===== config.mk =====
export PLATFORM = sky130hd
export DESIGN_NAME = trainled2_encoder
export DESIGN_NICKNAME = d
export VERILOG_FILES = /design/src/rtl/trainled2_encoder.sv
export SDC_FILE = /design/constraint.sdc
export NUM_CORES = 1
export LEC_CHECK = 0
export CORE_ASPECT_RATIO = 1.1
export CORE_MARGIN = 3
export CORE_UTILIZATION = 45
export CTS_CLUSTER_DIAMETER = 40
export DETAILED_ROUTE_END_ITERATION = 8
export PLACE_DENSITY = 0.68
export REMOVE_ABC_BUFFERS = 1
export SETUP_SLACK_MARGIN = 0.5
export SYNTH_ARGS = -nofsm -noshare
export SYNTH_HDL_FRONTEND = slang
export SYNTH_SLANG_ARGS = --single-unit

===== constraint.sdc =====
create_clock -name clk -period 2.6 [get_ports clk]
set_input_delay 0.26 -clock clk [delete_from_list [all_inputs] [get_ports clk]]
set_output_delay 0.26 -clock clk [all_outputs]
set_load 0.05 [all_outputs]

===== src/rtl/trainled2_encoder.sv =====
// Serial encoder for a chain of TrainLED2 pixels: 24-bit colour words become
// pulse-width-coded bit cells, with a low latch gap closing each frame.
module trainled2_encoder #(
   parameter int T_BIT   = 32,
   parameter int T0H     = 8,
   parameter int T1H     = 20,
   parameter int T_LATCH = 256
) (
   input  logic        clk,
   input  logic        rst,
   input  logic [23:0] in_data,
   input  logic        in_valid,
   input  logic        in_last,
   output logic        in_ready,
   output logic        dout,
   output logic        busy,
   output logic        underrun
);

   localparam int CNT_MAX = (T_BIT > T_LATCH) ? T_BIT : T_LATCH;
   localparam int CW      = $clog2(CNT_MAX);

   localparam logic [CW-1:0] CELL_LAST  = CW'(T_BIT - 1);
   localparam logic [CW-1:0] LATCH_LAST = CW'(T_LATCH - 1);
   localparam logic [CW-1:0] HI1_LAST   = CW'(T1H - 1);
   localparam logic [CW-1:0] HI0_LAST   = CW'(T0H - 1);

   typedef enum logic [1:0] {IDLE, HIGH, LOW, LATCH} state_t;

   state_t        state, state_nx;
   logic [CW-1:0] cnt, cnt_nx;
   logic [4:0]    bit_idx, bit_idx_nx;
   logic [23:0]   shreg, shreg_nx;
   logic          last_r, last_nx;
   logic          dout_nx, underrun_nx;
   logic          cell_end, word_end, accept;

   assign cell_end = (state == LOW) && (cnt == CELL_LAST);
   assign word_end = cell_end && (bit_idx == 5'd0);

   // A follow-on word may only slip in at the very last cycle of a non-final word.
   assign in_ready = !rst && ((state == IDLE) || (word_end && !last_r));
   assign accept   = in_valid && in_ready;
   assign busy     = (state != IDLE);

   // NOTE: every signal gets a default before the case so no latch is inferred.
   always_comb begin
      state_nx    = state;
      cnt_nx      = cnt + 1'b1;
      bit_idx_nx  = bit_idx;
      shreg_nx    = shreg;
      last_nx     = last_r;
      dout_nx     = dout;
      underrun_nx = 1'b0;

      case (state)
         IDLE: begin
            cnt_nx = '0;
         end
         HIGH: begin
            if (cnt == (shreg[23] ? HI1_LAST : HI0_LAST)) begin
               state_nx = LOW;
               dout_nx  = 1'b0;
            end
         end
         LOW: begin
            if (cell_end) begin
               cnt_nx = '0;
               if (bit_idx != 5'd0) begin
                  bit_idx_nx = bit_idx - 1'b1;
                  shreg_nx   = {shreg[22:0], 1'b0};
                  state_nx   = HIGH;
                  dout_nx    = 1'b1;
               end else begin
                  state_nx    = LATCH;
                  underrun_nx = !last_r;
               end
            end
         end
         LATCH: begin
            if (cnt == LATCH_LAST) begin
               state_nx = IDLE;
               cnt_nx   = '0;
            end
         end
         default: begin
            state_nx = IDLE;
            cnt_nx   = '0;
            dout_nx  = 1'b0;
         end
      endcase

      // Acceptance overrides both the IDLE hold and the end-of-word latch entry.
      if (accept) begin
         state_nx    = HIGH;
         cnt_nx      = '0;
         bit_idx_nx  = 5'd23;
         shreg_nx    = in_data;
         last_nx     = in_last;
         dout_nx     = 1'b1;
         underrun_nx = 1'b0;
      end
   end

   // NOTE: state registers use non-blocking assignments so all flops update together.
   always_ff @(posedge clk or posedge rst) begin
      if (rst) begin
         state    <= IDLE;
         cnt      <= '0;
         bit_idx  <= 5'd0;
         shreg    <= '0;
         last_r   <= 1'b0;
         dout     <= 1'b0;
         underrun <= 1'b0;
      end else begin
         state    <= state_nx;
         cnt      <= cnt_nx;
         bit_idx  <= bit_idx_nx;
         shreg    <= shreg_nx;
         last_r   <= last_nx;
         dout     <= dout_nx;
         underrun <= underrun_nx;
      end
   end

endmodule


==> impl_metrics.ini <==
[routing]
ant_nets = 0
vias = 1555
viasPerCell = 5.48
remaining_drc_errors = 0
firstDrtPassIters = 6
wire_per_inst_microns = 16.3
drt-total-wl_microns = 4620
drtIter0Drc = 99

[yosys]
syn-cell-area_sq_um = 2300
synth_area_leader_cell = dfrtp_1
synth_area_leaders = dfrtp_1 46%, mux2_4 16%, mux2_2 11%, nor2_1 2.4%, xnor2_1 1.9%
ys_ff_latch = 42
yosysTopAreaCellShare_pct = 45.7
ys_types = 41
yosysSeqAreaShare_pct = 45.7
netlist_instances = 181
avgSynthCellArea_sq_um = 12.7
ys.warnings.count = 0

[clock_tree]
clock_path_buffers = 2
clk_pin_slew_ps = 70
cts.htree.levels = 2
worstSkewPairLatency_ps = 280
cts_made_buffers = 5
clockRootBuffer = clkbuf_8
cts_tree = built
cts_sinks = 42

[pwr]
power.total_uw = 1120
ir_worst_vdd_mv = 0.241
leakage_uw = 0.00142
p_per_area_nw_per_um2 = 379

[timing]
fin_crit_sh_pct = 90.6
tightest_slew_ps = 528
fmax_mhz = 424
rsz0062_at_grt = true
final.min_clock_period_ps = 2360
fin_ws_ps = 243
finalMaxSlewViolations = 0
finalSetupViolCount = 0
finClkSkew_ps = 4.89
setup_tns_ps = 0
relSlewSlack_pct = 64.8
final_hold_viol_count = 0

[layout]
fin_nets = 260
final_util_pct = 61.8
area_growth_syn_to_layout_pct = 28.4
drive_gt1_share_pct = 37.7
diodes = 0
multi_input_area_sq_um = 1190
nFillCells = 363
regArea_sq_um = 1050

[critical_path]
cp.arrival_ps = 2530
cp_data_required_time_ps = 2770
critical_path_class = reg2reg
startpoint_type = flip-flop
worstPathMaxFanout = 5
critPathCaptureType = flip-flop

[floorplan]
die_h_microns = 81.0
dieArea_sq_um = 6010
rows = 26
initial_core_util_pct = 48.1
coreArea_sq_um = 4780
die_w_microns = 74.2
ios = 32

[global_routing]
grt_pass1_vias = 1580
grt_max_degree = 43
grt_use_total_pct = 15.1
antenna_found_initial = 0
grt_pass1_wl_microns = 7130
grt_overflow = 0

[place]
hpwlAfterDp_microns = 3060
portBuffers = 31
place_ws_ps = 295
place_congestion = 0.778

[outcome]
status = finished, final reports clean

[min_path]
hp-class = reg2reg

[job]
cap_violations = 0
==> synth_stat cells <==
cell type / count
a211oi_1: 1
a21boi_0: 2
a21o_1: 1
a21oi_1: 3
a221o_1: 1
a31oi_1: 1
and2_1: 1
and3_1: 3
and3b_1: 1
and4_1: 2
and4_4: 1
buf_2: 4
buf_6: 3
buf_8: 1
clkbuf_1: 1
dfrtp_1: 42
ha_1: 3
inv_1: 7
mux2_2: 23
mux2_4: 25
nand2_1: 5
nand3_1: 4
nand3b_1: 1
nand4_1: 3
nand4_4: 1
nor2_1: 15
nor2b_1: 1
nor3_1: 3
nor3b_1: 1
nor4_1: 1
o2111ai_1: 1
o211a_1: 1
o21ai_0: 4
o2bb2ai_1: 1
o31ai_1: 1
o41ai_1: 1
o41ai_4: 1
or3_1: 2
or4b_4: 1
xnor2_1: 5
xor2_1: 2
==> where the power goes <==
part           internal (uW)  switching (uW)  leakage (uW)  total, uW
Sequential               653               0      0.000557        653
Clock                    205             206     0.0000431        411
Combinational           37.1            20.4      0.000816       57.5
==> layout make-up <==
class / count / share of cell area [%]
clock buffers: 6 / 2.79
repair buffers: 50 / 18.0
flip-flops and latches: 42 / 35.5
well taps: 56 / 2.37
inverters: 7 / 0.889
multi-input cells: 123 / 40.4
==> logic make-up after synthesis <==
| kind of cell | count (synthesis) | synth area share, % |
|---|---|---|
| AOI/OAI and AO/OA | 19 | 6.63 |
| xor gates and xnor gates | 7 | 2.66 |
| adders and majority gates | 3 | 1.63 |
| buffers and inverters | 16 | 4.29 |
| DFF | 42 | 45.7 |
| muxes | 48 | 27.6 |
| and+or+nand+nor | 46 | 11.6 |
==> critical path, cell delays in order, from the launching register on <==
cell and delay [ps]:
dfrtp_1 390, inv_2 90, ha_4 120, or4b_4 490, o41ai_4 240, buf_4 180, nand4_4 200, clkbuf_16 230
mux2_4 290
==> layout by cell type (no fill, tap or decap), types with 2 or more instances in the layout <==
| master | n |
|---|---|
| and3_4 | 2 |
| o21ai_0 | 3 |
| nor3_1 | 3 |
| nand3_1 | 4 |
| clkdlybuf4s50_1 | 29 |
| xor2_1 | 2 |
| clkbuf_8 | 6 |
| a21boi_0 | 2 |
| nand2_1 | 5 |
| nor2_1 | 15 |
| inv_1 | 5 |
| buf_12 | 2 |
| clkbuf_16 | 2 |
| xnor2_1 | 5 |
| dfrtp_1 | 42 |
| mux2_4 | 25 |
| mux2_2 | 23 |
| a21oi_1 | 3 |
| buf_4 | 12 |
| or3_1 | 2 |
| inv_2 | 2 |
| buf_6 | 3 |
| nand4_1 | 3 |
| and4_1 | 2 |
==> through the flow <==
step | cells | instance area, sq um | hold slack (ps)
after global routing | 284 | 2960 | 529
after detailed placement | 265 | 2670 | 491
final | 284 | 2960 | 502
after global placement | 265 | 2670 | 472
after CTS | 277 | 2820 | 501
after floorplan | 172 | 2230 | 406
==> repair_timing <==
item	4_1_cts	5_1_grt
hold buffers	0	0
endpoints found under the setup margin	29	36
pin swaps	2	3
cloned	0	3
gates resized for setup	9	11
setup buffers	6	4
==> metal layers <==
layer,wire length (microns),vias up,global-route usage [%],share of wire [%]
met1,2060,772,18.8,44
met3,219,2,4.70,4.7
met4,6,0,3.99,0.13
met5,0,-,0,0
li1,-,739,-,-
met2,2340,42,25.4,51
==> registers in the layout, indices dropped and copies added (netlist names) <==
register,flops
dout,1
underrun,1
bit_idx,5
cnt,8
state,2
shreg,24
last_r,1
==> worst paths after layout <==
path | cells after the start | end | slack [ps] | from
worst min-delay path | 1 | cnt[0]$_DFF_PP0_ | 500 | cnt[0]$_DFF_PP0_
worst min register to register | 1 | cnt[0]$_DFF_PP0_ | 500 | cnt[0]$_DFF_PP0_
min in group asynchronous | 3 | state[1]$_DFFE_PP0P_ | 570 | rst
worst max register to register | 8 | shreg[19]$_DFFE_PP0P_ | 240 | bit_idx[0]$_DFFE_PP0P_
worst max-delay path | 8 | shreg[19]$_DFFE_PP0P_ | 240 | bit_idx[0]$_DFFE_PP0P_
max in group asynchronous | 3 | cnt[3]$_DFF_PP0_ | 1660 | rst
No activity file was read; power rests on OpenSTA's default activity.
